--- src/rtl/rx_decim_pkg.sv ---
// Shared definitions for the Rx decimating sampler: mode encodings, accumulator
// sizing and the legacy speed-code table used by the register-map glue.
package rx_decim_pkg;

  typedef enum logic {
    MODE_PICK = 1'b0,
    MODE_SUM  = 1'b1
  } mode_e;

  // Sum of up to 2^dec_w samples needs dec_w growth bits.
  function automatic int acc_width(input int in_w, input int dec_w);
    return in_w + dec_w;
  endfunction

  function automatic logic [3:0] speed_to_dec_m1(input logic [2:0] code);
    case (code)
      3'b000:  return 4'd9;
      3'b001:  return 4'd4;
      3'b010:  return 4'd3;
      3'b011:  return 4'd1;
      3'b100:  return 4'd4;
      3'b101:  return 4'd2;
      3'b110:  return 4'd1;
      3'b111:  return 4'd0;
      default: return 4'd0;
    endcase
  endfunction

endpackage

--- src/rtl/rx_decim_sampler_round_sat.sv ---
// Combinational round-half-up by a runtime right shift, then saturation to a
// narrower signed width with a clip flag.
module rx_round_sat #(
  parameter int IN_W  = 27,
  parameter int OUT_W = 17,
  parameter int SH_W  = 5
) (
  input  logic signed [IN_W-1:0]  sample,
  input  logic        [SH_W-1:0]  shift,
  output logic signed [OUT_W-1:0] result,
  output logic                    clip
);

  localparam int EXT_W = IN_W + 1;
  localparam logic signed [EXT_W-1:0] MAX_V = {{(EXT_W-OUT_W+1){1'b0}}, {(OUT_W-1){1'b1}}};
  localparam logic signed [EXT_W-1:0] MIN_V = {{(EXT_W-OUT_W+1){1'b1}}, {(OUT_W-1){1'b0}}};

  logic signed [EXT_W-1:0] rnd_s;
  logic signed [EXT_W-1:0] sum_s;
  logic signed [EXT_W-1:0] shr_s;

  // One extra bit keeps the rounding add from wrapping at full-scale input.
  always_comb begin
    rnd_s = {EXT_W{1'b0}};
    if (shift == {SH_W{1'b0}}) begin
      rnd_s = {EXT_W{1'b0}};
    end else begin
      rnd_s = EXT_W'(1) << (shift - SH_W'(1));
    end
    sum_s = {sample[IN_W-1], sample} + rnd_s;
    shr_s = sum_s >>> shift;
  end

  // Clamp into the output range and flag any clipping.
  always_comb begin
    result = shr_s[OUT_W-1:0];
    clip   = 1'b0;
    if (shr_s > MAX_V) begin
      result = MAX_V[OUT_W-1:0];
      clip   = 1'b1;
    end else if (shr_s < MIN_V) begin
      result = MIN_V[OUT_W-1:0];
      clip   = 1'b1;
    end else begin
      result = shr_s[OUT_W-1:0];
      clip   = 1'b0;
    end
  end

endmodule

--- src/rtl/rx_decim_sampler.sv ---
// Multi-channel pick / integrate-and-dump decimator with round-half-up and
// saturation from IN_W down to OUT_W. Capture stage, then registered output stage.
module rx_decim_sampler
  import rx_decim_pkg::*;
#(
  parameter int NCH   = 2,
  parameter int IN_W  = 23,
  parameter int OUT_W = 17,
  parameter int DEC_W = 4,
  parameter int SH_W  = 3
) (
  input  logic                   clk_i,
  input  logic                   rst_n_i,
  input  logic                   clr_i,
  input  logic                   mode_i,
  input  logic [DEC_W-1:0]       dec_m1_i,
  input  logic [SH_W-1:0]        shift_i,
  input  logic                   in_valid_i,
  input  logic [NCH*IN_W-1:0]    data_i,
  output logic                   valid_o,
  output logic [NCH*OUT_W-1:0]   data_o,
  output logic                   sat_o
);

  localparam int ACC_W = acc_width(IN_W, DEC_W);
  localparam int TSH_W = $clog2(IN_W - OUT_W + (1 << SH_W)) + 1;
  localparam logic [TSH_W-1:0] BASE_SH = TSH_W'(IN_W - OUT_W);

  logic [DEC_W-1:0]        cnt_r;
  mode_e                   mode_r;
  logic [DEC_W-1:0]        dec_m1_r;
  logic [SH_W-1:0]         shift_r;
  logic signed [ACC_W-1:0] acc_r [NCH];
  logic signed [ACC_W-1:0] cap_r [NCH];
  logic                    cap_valid_r;
  logic [TSH_W-1:0]        cap_sh_r;

  logic                    first_s;
  logic                    last_s;
  mode_e                   eff_mode_s;
  logic [DEC_W-1:0]        eff_dec_s;
  logic [SH_W-1:0]         eff_shift_s;
  logic [TSH_W-1:0]        frame_sh_s;
  logic signed [ACC_W-1:0] samp_s    [NCH];
  logic signed [ACC_W-1:0] nxt_acc_s [NCH];
  logic signed [ACC_W-1:0] cap_in_s  [NCH];

  logic signed [OUT_W-1:0] res_s [NCH];
  logic [NCH-1:0]          clip_s;
  logic [NCH*OUT_W-1:0]    data_pack_s;

  // The first sample of a frame sees the live config; later ones see the shadow copy.
  always_comb begin
    first_s = (cnt_r == {DEC_W{1'b0}});
    if (first_s) begin
      eff_mode_s  = mode_e'(mode_i);
      eff_dec_s   = dec_m1_i;
      eff_shift_s = shift_i;
    end else begin
      eff_mode_s  = mode_r;
      eff_dec_s   = dec_m1_r;
      eff_shift_s = shift_r;
    end
    last_s = (cnt_r == eff_dec_s);
    if (eff_mode_s == MODE_SUM) begin
      frame_sh_s = BASE_SH + TSH_W'(eff_shift_s);
    end else begin
      frame_sh_s = BASE_SH;
    end
  end

  // Per-channel sign extension, load-or-add accumulation and capture selection.
  always_comb begin
    for (int c = 0; c < NCH; c++) begin
      samp_s[c] = {{DEC_W{data_i[c*IN_W+IN_W-1]}}, data_i[c*IN_W +: IN_W]};
      if (first_s) begin
        nxt_acc_s[c] = samp_s[c];
      end else begin
        nxt_acc_s[c] = acc_r[c] + samp_s[c];
      end
      if (eff_mode_s == MODE_SUM) begin
        cap_in_s[c] = nxt_acc_s[c];
      end else begin
        cap_in_s[c] = samp_s[c];
      end
    end
  end

  // Frame counter, shadow config, accumulators and capture stage.
  always_ff @(posedge clk_i or negedge rst_n_i) begin
    if (!rst_n_i) begin
      cnt_r       <= {DEC_W{1'b0}};
      mode_r      <= MODE_PICK;
      dec_m1_r    <= {DEC_W{1'b0}};
      shift_r     <= {SH_W{1'b0}};
      cap_valid_r <= 1'b0;
      cap_sh_r    <= {TSH_W{1'b0}};
      for (int c = 0; c < NCH; c++) begin
        acc_r[c] <= {ACC_W{1'b0}};
        cap_r[c] <= {ACC_W{1'b0}};
      end
    end else if (clr_i) begin
      cnt_r       <= {DEC_W{1'b0}};
      cap_valid_r <= 1'b0;
      for (int c = 0; c < NCH; c++) begin
        acc_r[c] <= {ACC_W{1'b0}};
      end
    end else begin
      cap_valid_r <= in_valid_i & last_s;
      if (in_valid_i) begin
        if (first_s) begin
          mode_r   <= eff_mode_s;
          dec_m1_r <= eff_dec_s;
          shift_r  <= eff_shift_s;
        end
        cnt_r <= last_s ? {DEC_W{1'b0}} : cnt_r + DEC_W'(1);
        for (int c = 0; c < NCH; c++) begin
          acc_r[c] <= nxt_acc_s[c];
          if (last_s) begin
            cap_r[c] <= cap_in_s[c];
          end
        end
        if (last_s) begin
          cap_sh_r <= frame_sh_s;
        end
      end
    end
  end

  for (genvar c = 0; c < NCH; c++) begin : g_ch
    rx_round_sat #(
      .IN_W  (ACC_W),
      .OUT_W (OUT_W),
      .SH_W  (TSH_W)
    ) u_round_sat (
      .sample (cap_r[c]),
      .shift  (cap_sh_r),
      .result (res_s[c]),
      .clip   (clip_s[c])
    );
  end

  // Pack the per-channel results into the output bus layout.
  always_comb begin
    data_pack_s = {(NCH*OUT_W){1'b0}};
    for (int c = 0; c < NCH; c++) begin
      data_pack_s[c*OUT_W +: OUT_W] = res_s[c];
    end
  end

  // Output stage: one-cycle strobe, data held between strobes.
  always_ff @(posedge clk_i or negedge rst_n_i) begin
    if (!rst_n_i) begin
      valid_o <= 1'b0;
      data_o  <= {(NCH*OUT_W){1'b0}};
      sat_o   <= 1'b0;
    end else begin
      valid_o <= cap_valid_r;
      sat_o   <= cap_valid_r & (|clip_s);
      if (cap_valid_r) begin
        data_o <= data_pack_s;
      end
    end
  end

endmodule
--- config.mk ---
export PLATFORM = sky130hd
export DESIGN_NAME = rx_decim_sampler
export DESIGN_NICKNAME = d
export VERILOG_FILES = /design/src/rtl/rx_decim_pkg.sv /design/src/rtl/rx_decim_sampler_round_sat.sv /design/src/rtl/rx_decim_sampler.sv
export SDC_FILE = /design/constraint.sdc
export NUM_CORES = 1
export LEC_CHECK = 0
export CORE_MARGIN = 5
export CORE_UTILIZATION = 29
export DETAILED_ROUTE_END_ITERATION = 12
export GPL_TIMING_DRIVEN = 0
export PLACE_DENSITY = 0.44
export SKIP_CTS_REPAIR_TIMING = 1
export SYNTH_ARGS = -nofsm -noshare
export SYNTH_HDL_FRONTEND = slang
export SYNTH_SLANG_ARGS = --single-unit
--- constraint.sdc ---
create_clock -name clk_i -period 16.9 [get_ports clk_i]
set_clock_uncertainty 0.2 [all_clocks]
set_input_delay 1.69 -clock clk_i [delete_from_list [all_inputs] [get_ports clk_i]]
set_output_delay 1.69 -clock clk_i [all_outputs]
set_load 0.03 [all_outputs]
---- After elaboration in Yosys (flattened, before gate mapping) ----
Index checks and enable logic that the tools add are counted.
word-level totals
  register bits after elaboration ......... 162
  latch bits .............................. 0
  bits in writable memories ............... 0
  memory bits (read-only) ................. 0
  input bits .............................. 58
  output and inout port bits .............. 36
  logic and storage cells ................. 60
  memories ................................ 0
operators by class
  add/subtract/negate cells ............... 7
  multipliers ............................. 0
  divide/modulo/power cells ............... 0
  order comparisons ....................... 4
  eq/ne operators ......................... 1
  shift-type cells ........................ 3
  multiplexer cells ....................... 23
  bitwise logic cells ..................... 3
  reductions and logical operators ........ 6
operators with widths
  operator                count
  $mux W27                4
  $mux W54                2
  $mux W17                4
  $add A28 B28 Y28        2
  $gt A28 B17 Y1 const B  2
  $lt A28 B17 Y1 const B  2
  $sshr A28 B5 Y28        2
  $add A27 B23 Y27        2
  $mux W28                1
  $shl A1 B5 Y28 const A  1
  $mux W4                 5
  $mux W1                 6
  $reduce_and A3 Y1       2
  $logic_not A5 Y1        1
  $sub A5 B1 Y5 const B   1
  $add A3 B3 Y4 const A   1
  $add A4 B1 Y4 const B   1
  $eq A4 B4 Y1            1
  $logic_not A4 Y1        1
  $mux W3                 1
  $and A1 B1 Y1           2
  $reduce_bool A2 Y1      1
  $reduce_or A2 Y1        1
  $not A1 Y1              1

---- Depth between registers and ports, before layout ----
  depth after elaboration ................. 10
  depth in mapped cells ................... 27
  gate-level depth less buffers ........... 17

---- Cells and area by module ----
A second synthesis with hierarchy kept.
unflattened totals
  cell total of the unflattened synthesis .. 2,317
  area total of the unflattened synthesis .. 18,351.4 um^2
by module, submodules not included
  module                               times used  cells each  area each (um^2)
  rx_decim_sampler                     1           1,144       10,256.1
  rx_round_sat at g_ch[0].u_round_sat  1           614         4,156.5
  rx_round_sat at g_ch[1].u_round_sat  1           559         3,938.8

---- Least setup slack after synthesis ----
No wires, ideal clock.
  path kind ............................... register -> register
  start point ............................. register cap_sh_r[0]
  end point ............................... register data_o[9]
  setup time .............................. 124 ps
  arrival ................................. 6,440 ps
  data required time ...................... 16,576 ps
  slack ................................... 10,135 ps
  cell stages (with the launch flop) ...... 26
  path buffers ............................ 10
  clock period less this slack ............ 6,765 ps
  cells stage by stage .................... dfrtp_1 buf_6 clkbuf_1 buf_2 clkbuf_1 buf_1 clkbuf_1 buf_1 buf_1 nand2_1 nor2_1 ha_1 clkbuf_1 a21o_1 a211o_1 a2bb2oi_1 a21boi_1 or3_1 and2_1 a211oi_4 a21oi_1 o32a_1 a221o_1 a221oi_2 buf_4 a21oi_1
on the way
  longest elaborated chain between the ends .. 8
RTL lines
  element                 RTL line                          source
  from (decl)             rx_decim_sampler.sv:36            logic [TSH_W-1:0] cap_sh_r;
  from (signal assigned)  rx_decim_sampler.sv:97            cap_sh_r <= {TSH_W{1'b0}};
  from (signal assigned)  rx_decim_sampler.sv:124           cap_sh_r <= frame_sh_s;
  $sub A5 B1 Y5           rx_decim_sampler_round_sat.sv:28  rnd_s = EXT_W'(1) << (shift - SH_W'(1));
  $shl A1 B5 Y28          rx_decim_sampler_round_sat.sv:28
  $mux W28                rx_decim_sampler_round_sat.sv:25  if (shift == {SH_W{1'b0}}) begin
  $add A28 B28 Y28        rx_decim_sampler_round_sat.sv:30  sum_s = {sample[IN_W-1], sample} + rnd_s;
  $sshr A28 B5 Y28 (*)    rx_decim_sampler_round_sat.sv:31  shr_s = sum_s >>> shift;
  $lt A28 B17 Y1          rx_decim_sampler_round_sat.sv:41  end else if (shr_s < MIN_V) begin
  $mux W17                rx_decim_sampler_round_sat.sv:41
  $mux W17 (*)            rx_decim_sampler_round_sat.sv:38  if (shr_s > MAX_V) begin
  to (signal assigned)    rx_decim_sampler.sv:155           data_o <= {(NCH*OUT_W){1'b0}};
  to (signal assigned)    rx_decim_sampler.sv:161           data_o <= data_pack_s;
  to (decl)               rx_decim_sampler.sv:21            output logic [NCH*OUT_W-1:0] data_o,
Every way passes the cells marked *; elsewhere a longest branch is shown, timed or not.
A chain may end at the register's enable or synchronous reset.

---- Worst setup path after layout ----
  start point ............................. register cap_sh_r[0]
  end point ............................... register data_o[28]
Same word-level chain as after synthesis.

==> qor.txt <==
CP dominant cell by count: clkbuf_1
Largest net degree at the start of global routing: 103
Seq. cell area: 0.00403 mm^2
PwrDens: 184 mW/mm^2
CP endpoint kind: flop
Least-Margin Pin Slew: 1.34 ns
Crit share post-route: 0.578
HP Class: flop to flop
Remaining DRCs: 0
Initial antenna violation count: 0
Static leakage power: 7.60 nW
IO buf count: 92
Clock-pin transition on the worst setup and hold timing paths: 0.07 ns
Highest cell delay on the worst timing path: 0.69 ns
Fraction of registers with async set/reset: 1.00
Most frequent cells in the layout: nor2_1 (260), nand2_1 (213), a21oi_1 (186)
TritonRoute pass-1 iters: 5
Final setup vio count: 0
CP required: 17.04 ns
Area Overhead vs Synth: 15.8%
DP HPWL: 47.3 mm
Max cap viols: 0
Fillers: 5728
Root Buffer: clkbuf_16
Worst hold slack: 0.191 ns
FMAX: 0.102 GHz
Initial drt markers: 1123
Warnings from Yosys: 0
Worst setup startpoint: cap_sh_r[0]
Status: completed
Worst R2R Path Depth: 26
Die area: 0.0591 mm^2
CTS tree: built
Multi-input logic area: 0.0111 mm^2
Io pins: 94
Routability cong.: 0.916
NumNets Final: 2287
R2R Path Start: cap_sh_r[0]
FF+latch count, synth: 161
Minimum clock period: 9.76 ns
Crit path max fanout: 10
First-pass GRT wire length: 92.3 mm
VDD IR-drop max: 0.105 mV
Total grt overflow: 0
RSZ-0062 raised after global routing: no
Initial Util: 0.293
Cells after Synth: 2011
Row Count: 85
Mapped Area: 0.0158 mm^2
Avg WL per Cell: 21.0 um
Via density: 5.56
Via count: 15800
DRT antenna net count: 0
Main synth FF type: dfrtp_1
Post-Syn Area per Cell: 7.84 um^2
Num CTS Buffers: 17
Buffers & Inverters on Critical Path: 10
Library cells used by synthesis: 107
Slowest cell on crit path: o311ai_1
Worst skew pair latency: 0.48 ns
Levels on crit path: 26
Final hold violations: 0
Total global-route track usage: 0.197
Diodes inserted: 0
Synth area leader: dfrtp_1
Crit path kind: flop to flop
Max-slew violations: 0
Post-Route WL: 59.7 mm
Worst setup path endpoint: data_o[28]
Most common cell after layout, fill and taps aside: nor2_1
Vias in the first global route: 15400
EDFF count, synth: 0
H-tree depth: 4
Share of layout cells above drive strength 1: 0.0577
Setup TNS: 0 ns
Crit path DAT: 9.90 ns
R2R Path End: data_o[28]
Clock tree buffer depth: 2
Sequential area share after synthesis: 0.256
Relative slew slack: 0.104
Core footprint: 0.0538 mm^2
Sink Count: 161
CP Launch Type: flop
R2R setup slack: 7.14 ns
Die Ht: 243 um
CP delay by family, top: buffers and inverters
Top cells by area, synth: dfrtp_1 (26%), ha_1 (7.2%), nor2_1 (6.2%)
Die X-Extent: 243 um
Area share of the largest cell type after synthesis: 0.256
## area by class of cell
| type | instances | area share |
|---|---|---|
| Clock buffer | 18 | 0.0241 |
| Tap cell | 696 | 0.0477 |
| Sequential cell | 161 | 0.221 |
| Multi-Input combinational cell | 1699 | 0.609 |
| Inverter | 32 | 0.00658 |
| Buffer | 132 | 0.0301 |
| Timing Repair Buffer | 93 | 0.0522 |
| Clock inverter | 13 | 0.00967 |
## per-layer routing
layer  vias to the layer above  global-route usage  routed length (um)
li1                       7654                   -                   -
met1                      7604               0.268               28000
met2                       473               0.320               27100
met3                        95              0.0276                2550
met4                         0              0.0716                1990
met5                         -                   0                   0
## flip-flops by register name, summed over array words and instances (netlist names)
name and cells:
acc_r 54, cap_r 54, cap_sh_r 4, cap_valid_r 1, cnt_r 4, data_o 34, dec_m1_r 4, mode_r 1
sat_o 1, shift_r 3, valid_o 1
## worst min path at each step
| stage | slack [ns] | start | endpoint | cells after the start |
|---|---|---|---|---|
| after detailed placement | 0.18 | cap_valid_r | valid_o | 0 |
| after global placement | 0.16 | cap_valid_r | valid_o | 0 |
| after floorplan | 0.15 | cap_valid_r | valid_o | 0 |
| final | 0.19 | cap_valid_r | valid_o | 0 |
| after global routing | 0.19 | cap_valid_r | valid_o | 0 |
| after CTS | 0.19 | cap_valid_r | valid_o | 0 |
## kinds of logic (layout without fill, tap and decap cells)
group / after synthesis / after routing / share of synthesized area
simple gates: 714 / 714 / 0.209
compound gates: 666 / 666 / 0.281
buf+inv: 164 / 288 / 0.0425
flops: 161 / 161 / 0.256
mux: 109 / 109 / 0.0791
xor+xnor: 99 / 99 / 0.0560
fa+ha+maj: 97 / 97 / 0.0773
other cells: 1 / 14 / 0.000238
## metrics by stage
stage / setup WS (ns) / cell area [um^2] / utilization / total power [mW] / cells
after detailed placement: 7.23 / 17600 / 0.328 / 2.91 / 2813
after CTS: 7.18 / 18300 / 0.339 / 3.35 / 2844
after floorplan: 10.14 / 15800 / - / 2.21 / 2024
after global routing: 6.62 / 18300 / 0.339 / 3.62 / 2844
final: 7.14 / 18300 / 0.339 / 3.37 / 2844
after global placement: 6.45 / 17600 / 0.327 / 2.90 / 2812
## where the power goes
| group | leakage, nW | switching, mW | internal [mW] | total [mW] |
|---|---|---|---|---|
| clock network | 0.300 | 0.183 | 0.238 | 0.421 |
| registers | 1.98 | 0.102 | 0.503 | 0.605 |
| logic | 5.32 | 1.48 | 0.864 | 2.34 |
| total | 7.60 | 1.76 | 1.61 | 3.37 |
## Yosys cell counts (7+ instances only)
library cell / instances
a221o_1: 7
inv_1: 29
a21o_1: 35
and3_1: 18
nor2_1: 260
a311oi_1: 11
mux4_2: 10
clkbuf_1: 99
or3_1: 22
ha_1: 91
nor3_1: 52
a21oi_1: 186
o211ai_1: 35
dfrtp_1: 161
buf_1: 21
mux2i_1: 75
o21bai_1: 13
nand2_1: 213
o21a_1: 16
o2111ai_1: 10
a31oi_1: 26
nand3_1: 40
and2_1: 16
o21ai_0: 151
nand2b_1: 21
o31ai_1: 7
mux2_2: 24
nand4_1: 15
a211oi_1: 63
xor2_1: 37
nor2b_1: 15
xnor2_1: 60
Note: power is estimated with default switching activity, not from simulation.
